==> config.mk <==
export PLATFORM = sky130hd
export DESIGN_NAME = mul_hilo_unit_flat
export DESIGN_NICKNAME = d
export VERILOG_FILES = /design/src/rtl/mul_pkg.sv /design/src/rtl/mul_hilo_unit_if.sv /design/src/rtl/mul_desc_fifo.sv /design/src/rtl/mul_hilo_unit.sv /design/src/flat_wrapper.sv
export SDC_FILE = /design/constraint.sdc
export NUM_CORES = 1
export LEC_CHECK = 0
export ABC_AREA = 1
export CORE_MARGIN = 2
export CORE_UTILIZATION = 50
export DETAILED_ROUTE_END_ITERATION = 10
export PLACE_DENSITY = 0.89
export SYNTH_ARGS = -nofsm -noshare
export SYNTH_HDL_FRONTEND = slang
export SYNTH_SLANG_ARGS = --single-unit
==> constraint.sdc <==
create_clock -name clk -period 4.17 [get_ports clk]
set_input_delay 1.0425 -clock clk [delete_from_list [all_inputs] [get_ports clk]]
set_output_delay 1.0425 -clock clk [all_outputs]
set_load 0.005 [all_outputs]
==> src/rtl/mul_pkg.sv <==
// Shared definitions for the HI/LO unit: op encodings, descriptor layout,
// product width.
package mul_pkg;

    localparam int PROD_W = 64;

    localparam logic [1:0] MUL_OP_WRITE = 2'b00;
    localparam logic [1:0] MUL_OP_ADD   = 2'b01;
    localparam logic [1:0] MUL_OP_SUB   = 2'b10;

    // Issue-side descriptor queued per multiply, in program order.
    typedef struct packed {
        logic [1:0] kind;
        logic       neg;
    } mul_desc_t;

endpackage

==> src/rtl/mul_hilo_unit_if.sv <==
// Bus between the core (master) and the HI/LO unit (slave): descriptor
// issue, product stream, direct HI/LO writes and architectural state.
interface mul_hilo_unit_if;

    logic        op_val;
    logic        op_rdy;
    logic [1:0]  op_kind;
    logic        op_neg;
    logic [63:0] mul_out;
    logic        mul_val;
    logic        mul_rdy;
    logic        wr_hi_en;
    logic        wr_lo_en;
    logic [31:0] wr_data;
    logic [31:0] hi;
    logic [31:0] lo;
    logic        busy;
    logic        err;

    modport master (
        output op_val, op_kind, op_neg, mul_out, mul_val,
               wr_hi_en, wr_lo_en, wr_data,
        input  op_rdy, mul_rdy, hi, lo, busy, err
    );

    modport slave (
        input  op_val, op_kind, op_neg, mul_out, mul_val,
               wr_hi_en, wr_lo_en, wr_data,
        output op_rdy, mul_rdy, hi, lo, busy, err
    );

endinterface

==> src/rtl/mul_desc_fifo.sv <==
// Small descriptor FIFO. Caller gates push with !full and pop with !empty;
// pointers wrap naturally because DEPTH is a power of two.
module mul_desc_fifo
    import mul_pkg::*;
#(
    parameter int DEPTH = 2,
    parameter int PTR_W = $clog2(DEPTH)
) (
    input  logic            clk,
    input  logic            reset,
    input  logic            push,
    input  mul_desc_t       push_data,
    input  logic            pop,
    output mul_desc_t       pop_data,
    output logic [PTR_W:0]  count,
    output logic            full,
    output logic            empty
);

    mul_desc_t        mem [DEPTH];
    logic [PTR_W-1:0] wr_ptr;
    logic [PTR_W-1:0] rd_ptr;

    assign pop_data = mem[rd_ptr];
    assign full     = (count == (PTR_W+1)'(DEPTH));
    assign empty    = (count == '0);

    // Storage needs no reset; entries are only read once counted valid.
    always_ff @(posedge clk) begin
        if (push) mem[wr_ptr] <= push_data;
    end

    // Pointers and occupancy; simultaneous push/pop leaves count unchanged.
    always_ff @(posedge clk or negedge reset) begin
        if (!reset) begin
            wr_ptr <= '0;
            rd_ptr <= '0;
            count  <= '0;
        end else begin
            if (push) wr_ptr <= wr_ptr + PTR_W'(1);
            if (pop)  rd_ptr <= rd_ptr + PTR_W'(1);
            case ({push, pop})
                2'b10:   count <= count + (PTR_W+1)'(1);
                2'b01:   count <= count - (PTR_W+1)'(1);
                default: count <= count;
            endcase
        end
    end

endmodule

==> src/rtl/mul_hilo_unit.sv <==
// HI/LO register pair fed by the multiplier's product stream. Each product
// is paired with the oldest queued descriptor and written, added or
// subtracted into HI:LO; direct mthi/mtlo writes are honoured only when idle.
module mul_hilo_unit
    import mul_pkg::*;
#(
    parameter int DEPTH = 2,
    parameter int PTR_W = $clog2(DEPTH)
) (
    input  logic             clk,
    input  logic             reset,
    mul_hilo_unit_if.slave   bus
);

    logic              push;
    logic              done;
    logic              full;
    logic              empty;
    logic [PTR_W:0]    count;
    mul_desc_t         in_desc;
    mul_desc_t         head;
    logic [31:0]       hi_q;
    logic [31:0]       lo_q;
    logic              err_q;
    logic [PROD_W-1:0] prod;
    logic [PROD_W-1:0] hilo_nxt;

    // Ready/busy look only at registered occupancy: no bypass either way.
    assign bus.op_rdy  = !full;
    assign bus.mul_rdy = !empty;
    assign bus.busy    = (count != '0);
    assign bus.hi      = hi_q;
    assign bus.lo      = lo_q;
    assign bus.err     = err_q;

    assign push    = bus.op_val && !full;
    assign done    = bus.mul_val && !empty;
    assign in_desc = '{kind: bus.op_kind, neg: bus.op_neg};

    mul_desc_fifo #(.DEPTH(DEPTH), .PTR_W(PTR_W)) u_fifo (
        .clk       (clk),
        .reset     (reset),
        .push      (push),
        .push_data (in_desc),
        .pop       (done),
        .pop_data  (head),
        .count     (count),
        .full      (full),
        .empty     (empty)
    );

    // Sign-fix the product, then combine with HI:LO; reserved kind acts as WRITE.
    always_comb begin
        prod     = head.neg ? (~bus.mul_out + PROD_W'(1)) : bus.mul_out;
        hilo_nxt = prod;
        case (head.kind)
            MUL_OP_ADD: hilo_nxt = {hi_q, lo_q} + prod;
            MUL_OP_SUB: hilo_nxt = {hi_q, lo_q} - prod;
            default:    hilo_nxt = prod;
        endcase
    end

    // HI/LO update: completion wins; direct writes land only when nothing pending.
    always_ff @(posedge clk or negedge reset) begin
        if (!reset) begin
            hi_q  <= '0;
            lo_q  <= '0;
            err_q <= 1'b0;
        end else begin
            if (done) begin
                {hi_q, lo_q} <= hilo_nxt;
            end else if (!bus.busy) begin
                if (bus.wr_hi_en) hi_q <= bus.wr_data;
                if (bus.wr_lo_en) lo_q <= bus.wr_data;
            end
            if ((bus.wr_hi_en || bus.wr_lo_en) && (bus.busy || done))
                err_q <= 1'b1;
        end
    end

endmodule
==> src/flat_wrapper.sv <==
// flat-port wrapper written by rule: the top's interface ports become plain ports
module mul_hilo_unit_flat import mul_pkg::*;
#(
    parameter int DEPTH = 2,
    parameter int PTR_W = $clog2(DEPTH)
)
  (clk, reset, bus_op_val, bus_op_kind, bus_op_neg, bus_mul_out, bus_mul_val, bus_wr_hi_en, bus_wr_lo_en, bus_wr_data, bus_op_rdy, bus_mul_rdy, bus_hi, bus_lo, bus_busy, bus_err);
  mul_hilo_unit_if bus_i ();
  input  logic clk;
  input  logic reset;
  input wire logic [$bits(bus_i.op_val)-1:0] bus_op_val;
  input wire logic [$bits(bus_i.op_kind)-1:0] bus_op_kind;
  input wire logic [$bits(bus_i.op_neg)-1:0] bus_op_neg;
  input wire logic [$bits(bus_i.mul_out)-1:0] bus_mul_out;
  input wire logic [$bits(bus_i.mul_val)-1:0] bus_mul_val;
  input wire logic [$bits(bus_i.wr_hi_en)-1:0] bus_wr_hi_en;
  input wire logic [$bits(bus_i.wr_lo_en)-1:0] bus_wr_lo_en;
  input wire logic [$bits(bus_i.wr_data)-1:0] bus_wr_data;
  output wire logic [$bits(bus_i.op_rdy)-1:0] bus_op_rdy;
  output wire logic [$bits(bus_i.mul_rdy)-1:0] bus_mul_rdy;
  output wire logic [$bits(bus_i.hi)-1:0] bus_hi;
  output wire logic [$bits(bus_i.lo)-1:0] bus_lo;
  output wire logic [$bits(bus_i.busy)-1:0] bus_busy;
  output wire logic [$bits(bus_i.err)-1:0] bus_err;
  assign bus_i.op_val = bus_op_val;
  assign bus_i.op_kind = bus_op_kind;
  assign bus_i.op_neg = bus_op_neg;
  assign bus_i.mul_out = bus_mul_out;
  assign bus_i.mul_val = bus_mul_val;
  assign bus_i.wr_hi_en = bus_wr_hi_en;
  assign bus_i.wr_lo_en = bus_wr_lo_en;
  assign bus_i.wr_data = bus_wr_data;
  assign bus_op_rdy = bus_i.op_rdy;
  assign bus_mul_rdy = bus_i.mul_rdy;
  assign bus_hi = bus_i.hi;
  assign bus_lo = bus_i.lo;
  assign bus_busy = bus_i.busy;
  assign bus_err = bus_i.err;
  mul_hilo_unit #(.DEPTH(DEPTH), .PTR_W(PTR_W)) u_core (.clk(clk), .reset(reset), .bus(bus_i));
endmodule
==> summary.md, run 1 <==
| Metric | Value |
|---|---|
| Syn_area_per_cell | `5.64 um2` |
| Die height | `163 um` |
| Depth of the CTS H-tree | `3` |
| Register bit count reported by yosys | `75` |
| Total gr overflow | `1172` |
| Post-Syn Area | `12700 um2` |
| HPWL after DPL | `53300 um` |
| Post-synth ARST share | `92.0%` |
| Initial Utilization | `50.7%` |
| Log Error | `[ERROR GRT-0116] Global routing finished with congestion. Check the congestion regions in the DRC Viewer.` |
| Port bufs | `172` |
| Cells after Synth | `2254` |
| Routability congestion estimate | `1.25` |
| Cell row count | `58` |
| Post-synthesis sequential area ratio | `15.0%` |
| Cells after DPL | `3254` |
| Yosys warns | `0` |
| Vias in the first global route | `29774` |
| Global-route usage over all layers | `96.0%` |
| Ranking of synthesized cells by area | `nand2_1 18%, dfrtp_1 14%, nor2_1 11%, inv_1 8.0%, ha_1 6.5%` |
| Failing step | `global routing` |
| Boundary Pins | `173` |
| First-pass GRT wire length | `195000 um` |
| Post-synth top area share | `17.7%` |
| Synth Net Count | `2426` |
| Post-synth EDFFs | `6` |
| Cell taking the most area after synthesis | `nand2_1` |
| Buffers from clock root to sink, at most | `2` |
| CTS root buf | `clkbuf_16` |
| Run status | `aborted with a tool error` |
| Count of unique library cells instantiated by Yosys | `51` |
| Main synth FF type | `dfrtp_1` |
| Die X | `163 um` |
| CTS Hold Buffers Added | `0` |
| Dpl cell area | `19100 um2` |
| Pin count of the biggest net entering global routing | `83` |
| Clock sinks | `75` |
| Num CTS Buffers | `9` |
[routing by layer]
| metal | GRT usage (%) | GRT overflow |
|---|---|---|
| met4 | 104 | 308 |
| met3 | 83.9 | 47 |
| met5 | 70.1 | 12 |
| met1 | 90.1 | 52 |
| met2 | 111 | 753 |
[cells by family after synthesis]
kind of cell | synth area share, %
flip-flops | 15.0
AND/OR/NAND/NOR | 41.6
adder cells (fa/ha/maj) | 6.66
AO/OA/AOI/OAI | 19.5
XOR/XNOR | 6.68
buffers and inverters | 10.5
multiplexers | 0.0788
[cell usage after synthesis, types with 10 or more instances]
cell and count:
o21bai_1 15, dfrtp_1 69, nand3_1 118, nor4_1 11, o211ai_1 28, nand4_1 25, a21o_1 12, xnor2_1 27
nor2_2 11, ha_1 66, inv_2 10, o21ai_0 149, nand2_1 598, nand2_2 19, xor2_1 68, a21oi_1 155
nor2_1 386, a31oi_1 42, inv_1 270, nand3b_1 21, nor3_1 17, clkbuf_1 40
[metrics by stage]
stage	util (%)	setup slack, ns
after CTS	92.0	-0.950
after detailed placement	76.4	-1.90
after global placement	76.4	-1.58
after floorplan	-	-0.384
[timing repair]
action	in CTS
setup endpoints to repair	57
pin swaps	324
setup buffers	162
resized for setup	745
==> run 2: changes to the inputs <==
--- a/config.mk
+++ b/config.mk
@@ -7,9 +7,9 @@
 export LEC_CHECK = 0
 export ABC_AREA = 1
 export CORE_MARGIN = 2
-export CORE_UTILIZATION = 50
+export CORE_UTILIZATION = 35
 export DETAILED_ROUTE_END_ITERATION = 10
-export PLACE_DENSITY = 0.89
+export PLACE_DENSITY_LB_ADDON = 0.15
 export SYNTH_ARGS = -nofsm -noshare
 export SYNTH_HDL_FRONTEND = slang
 export SYNTH_SLANG_ARGS = --single-unit
==> constraint.sdc (replaced) <==
create_clock -name clk -period 5.4 [get_ports clk]
set_input_delay 1.35 -clock clk [delete_from_list [all_inputs] [get_ports clk]]
set_output_delay 1.35 -clock clk [all_outputs]
set_load 0.005 [all_outputs]
==> run 2 against run 1 <==
The flow now finishes, with violations (setup timing). Synthesized cell count unchanged. Area after synthesis unchanged.
==> summary.md, run 2 <==
| Metric | Value |
|---|---|
| Slew at the pin with the worst max-slew slack | `0.903 ns` |
| Failing checks | `setup timing` |
| Wirelength, routed | `71300 um` |
| Cell taking the most area after synthesis | `nand2_1` |
| Total Nets Final | `3345` |
| Dpl cell area | `19800 um2` |
| Total gr overflow | `0` |
| Initial antenna violation count | `1` |
| P&R area growth vs syn | `86.5%` |
| Synth Net Count | `2426` |
| Ranking of synthesized cells by area | `nand2_1 18%, dfrtp_1 14%, nor2_1 11%, inv_1 8.0%, ha_1 6.5%` |
| Buffers from clock root to sink, at most | `2` |
| Design area | `23700 um2` |
| Post-synth top cells | `598 x nand2_1, 386 x nor2_1, 270 x inv_1, 155 x a21oi_1, 149 x o21ai_0` |
| Post-synthesis sequential area ratio | `15.0%` |
| Skew-Pair Late Insertion Delay | `0.39 ns` |
| Pin count of the biggest net entering global routing | `52` |
| CP Data Arrival Time | `5.80 ns` |
| Fin. Hold Viols | `0` |
| First-pass GRT wire length | `102000 um` |
| Cells on Worst Hold Path | `1` |
| Worst Path Class, Setup | `in2reg` |
| Ant. Diodes | `0` |
| Commonest non-fill, non-tap cells in the layout | `743 x buf_4, 478 x nand2_1, 243 x nor2_1, 220 x inv_1, 123 x clkdlybuf4s50_1` |
| Die height | `195 um` |
| Port bufs | `172` |
| Xor/xnor share of the synthesized area | `6.68%` |
| Period minus WS final | `5.50 ns` |
| Final Max Slew Viols | `0` |
| Final setup margin | `-0.100 ns` |
| Tcrit/Tclk final | `102%` |
| Via density | `5.21` |
| CTS root buf | `clkbuf_16` |
| ANT nets after route | `0` |
| CTS tree | `done` |
| Worst r2r path cells | `33` |
| Boundary Pins | `173` |
| CP required | `5.70 ns` |
| Synth Area in Simple Gates | `41.6%` |
| Clock slew seen by the registers of the worst setup and hold paths | `0.07 ns` |
| Critical-path maximum fanout | `5` |
| Area of the multi-input gates | `12100 um2` |
| Die area | `37800 um2` |
| Share of cells above drive strength 1 | `44.8%` |
| Via count | `18940` |
| Fmax | `182 MHz` |
| Post-Syn Area | `12700 um2` |
| Die X | `195 um` |
| Syn_area_per_cell | `5.64 um2` |
| Post-synth EDFFs | `6` |
| Unrepaired setup endpoints after global routing | `true` |
| Cell row count | `69` |
| Routability congestion estimate | `1.03` |
| CP max-delay cell | `ha_4` |
| Main synth FF type | `dfrtp_1` |
| Filler Cell Count | `3208` |
| Global-route usage over all layers | `35.4%` |
| Crit start category | `input pin` |
| Routed WL per cell | `19.6 um` |
| Depth of the CTS H-tree | `3` |
| Hold Path Class | `reg2reg` |
| DRC viols | `0` |
| Worst slew margin | `39.7%` |
| Count of unique library cells instantiated by Yosys | `51` |
| Post-synth top area share | `17.7%` |
| Crit end category | `flip-flop` |
| MaxCap Viol Count | `0` |
| Yosys warns | `0` |
| # setup viols final | `8` |
| Num CTS Buffers | `9` |
| R2r setup slk | `0.38 ns` |
| Compound-gate portion of the synthesized area | `19.5%` |
| Register bit count reported by yosys | `75` |
| Post-synthesis adder-cell area fraction | `6.66%` |
| Cells after Synth | `2254` |
| Initial Utilization | `35.6%` |
| Drt first pass iters | `5` |
| HPWL after DPL | `56500 um` |
| Run status | `finished with violations` |
| Core Region | `35700 um2` |
| Mux cell area share after synthesis | `0.0788%` |
| Clock sinks | `75` |
| Clock Skew | `0.0163 ns` |
| Iteration-0 DRC Markers | `1358` |
| Critical Path Most Common Cell | `inv_2` |
| Largest family of logic cells by synthesized area | `simple AND/OR/NAND/NOR gates` |
| Post-synth ARST share | `92.0%` |
| Vias in the first global route | `17687` |
| Slowest stage delay, CP | `0.28 ns` |
| Count leader, synth | `nand2_1` |
| Commonest non-fill, non-tap cell in the layout | `buf_4` |
| Reg area | `1910 um2` |
run 2: cell counts after synthesis:
Identical to the previous run, type by type.
run 2: stage by stage:
step | hold slack, ns | TNS, ns | instances | worst slack (ns) | utilization, %
6_report | 0.486 | -0.471 | 3638 | -0.100 | 66.5
5_1_grt | 0.513 | -6.55 | 3638 | -0.360 | 66.5
3_5_place_dp | 0.467 | -47.28 | 3495 | -1.35 | 55.4
3_3_place_gp | 0.467 | -42.32 | 3495 | -1.28 | 55.4
2_1_floorplan | 0.468 | 0 | 2254 | 0.132 | -
4_1_cts | 0.486 | -0.0942 | 3581 | -0.0773 | 61.0
run 2: final timing paths:
| check | from | to |
|---|---|---|
| max in group asynchronous | reset | u_core.bus.hi[13] |
| min in group asynchronous | reset | u_core.bus.lo[1] |
| worst max-delay path | bus_mul_out[2] | u_core.bus.hi[11] |
| worst min-delay path | u_core.bus.err | u_core.bus.err |
| worst min register to register | u_core.bus.err | u_core.bus.err |
| worst max register to register | u_core.u_fifo.rd_ptr | u_core.bus.hi[11] |
run 2: cell type report:
type | count | share of cell area [%]
clock inverters | 4 | 0.211
inverters | 282 | 4.51
well taps | 461 | 2.43
multi-input cells | 1844 | 51.1
repair buffers | 961 | 32.7
flip-flops and latches | 75 | 8.05
clock buffers | 11 | 1.07
run 2: kinds of logic (layout without fill, tap and decap cells):
| family | after synthesis | after routing |
|---|---|---|
| XOR/XNOR | 96 | 96 |
| flip-flops | 75 | 75 |
| adder cells (fa/ha/maj) | 67 | 67 |
| AND/OR/NAND/NOR | 1243 | 1244 |
| AO/OA/AOI/OAI | 436 | 436 |
| multiplexers | 1 | 1 |
| buffers and inverters | 336 | 1258 |
run 2: metal layers:
metal  up-vias  global-route usage [%]  routed length, um
li1       9178                       -                  -
met4         2                    12.9               3030
met3       122                    5.22               4900
met1      8938                    48.2              31900
met2       700                    56.7              31400
met5         -                       0                 18
run 2: critical path: cells and delay by family:
family | cells | cell delay [ns]
compound gates | 3 | 0.55
xor+xnor | 1 | 0.16
fa+ha+maj | 1 | 0.28
buf+inv | 13 | 1.37
simple gates | 19 | 2.09
run 2: timing repair:
action / in CTS / in global routing
cloned: 1 / 0
gates resized for setup: 414 / 488
endpoints found under the setup margin: 47 / 47
hold buffers: 0 / 0
setup buffers: 71 / 59
pin swaps: 179 / 233
Power of run 2 is left out: the tool's default activity adds up to more than one toggle a clock period on the data nets, which glitch-free logic cannot reach.
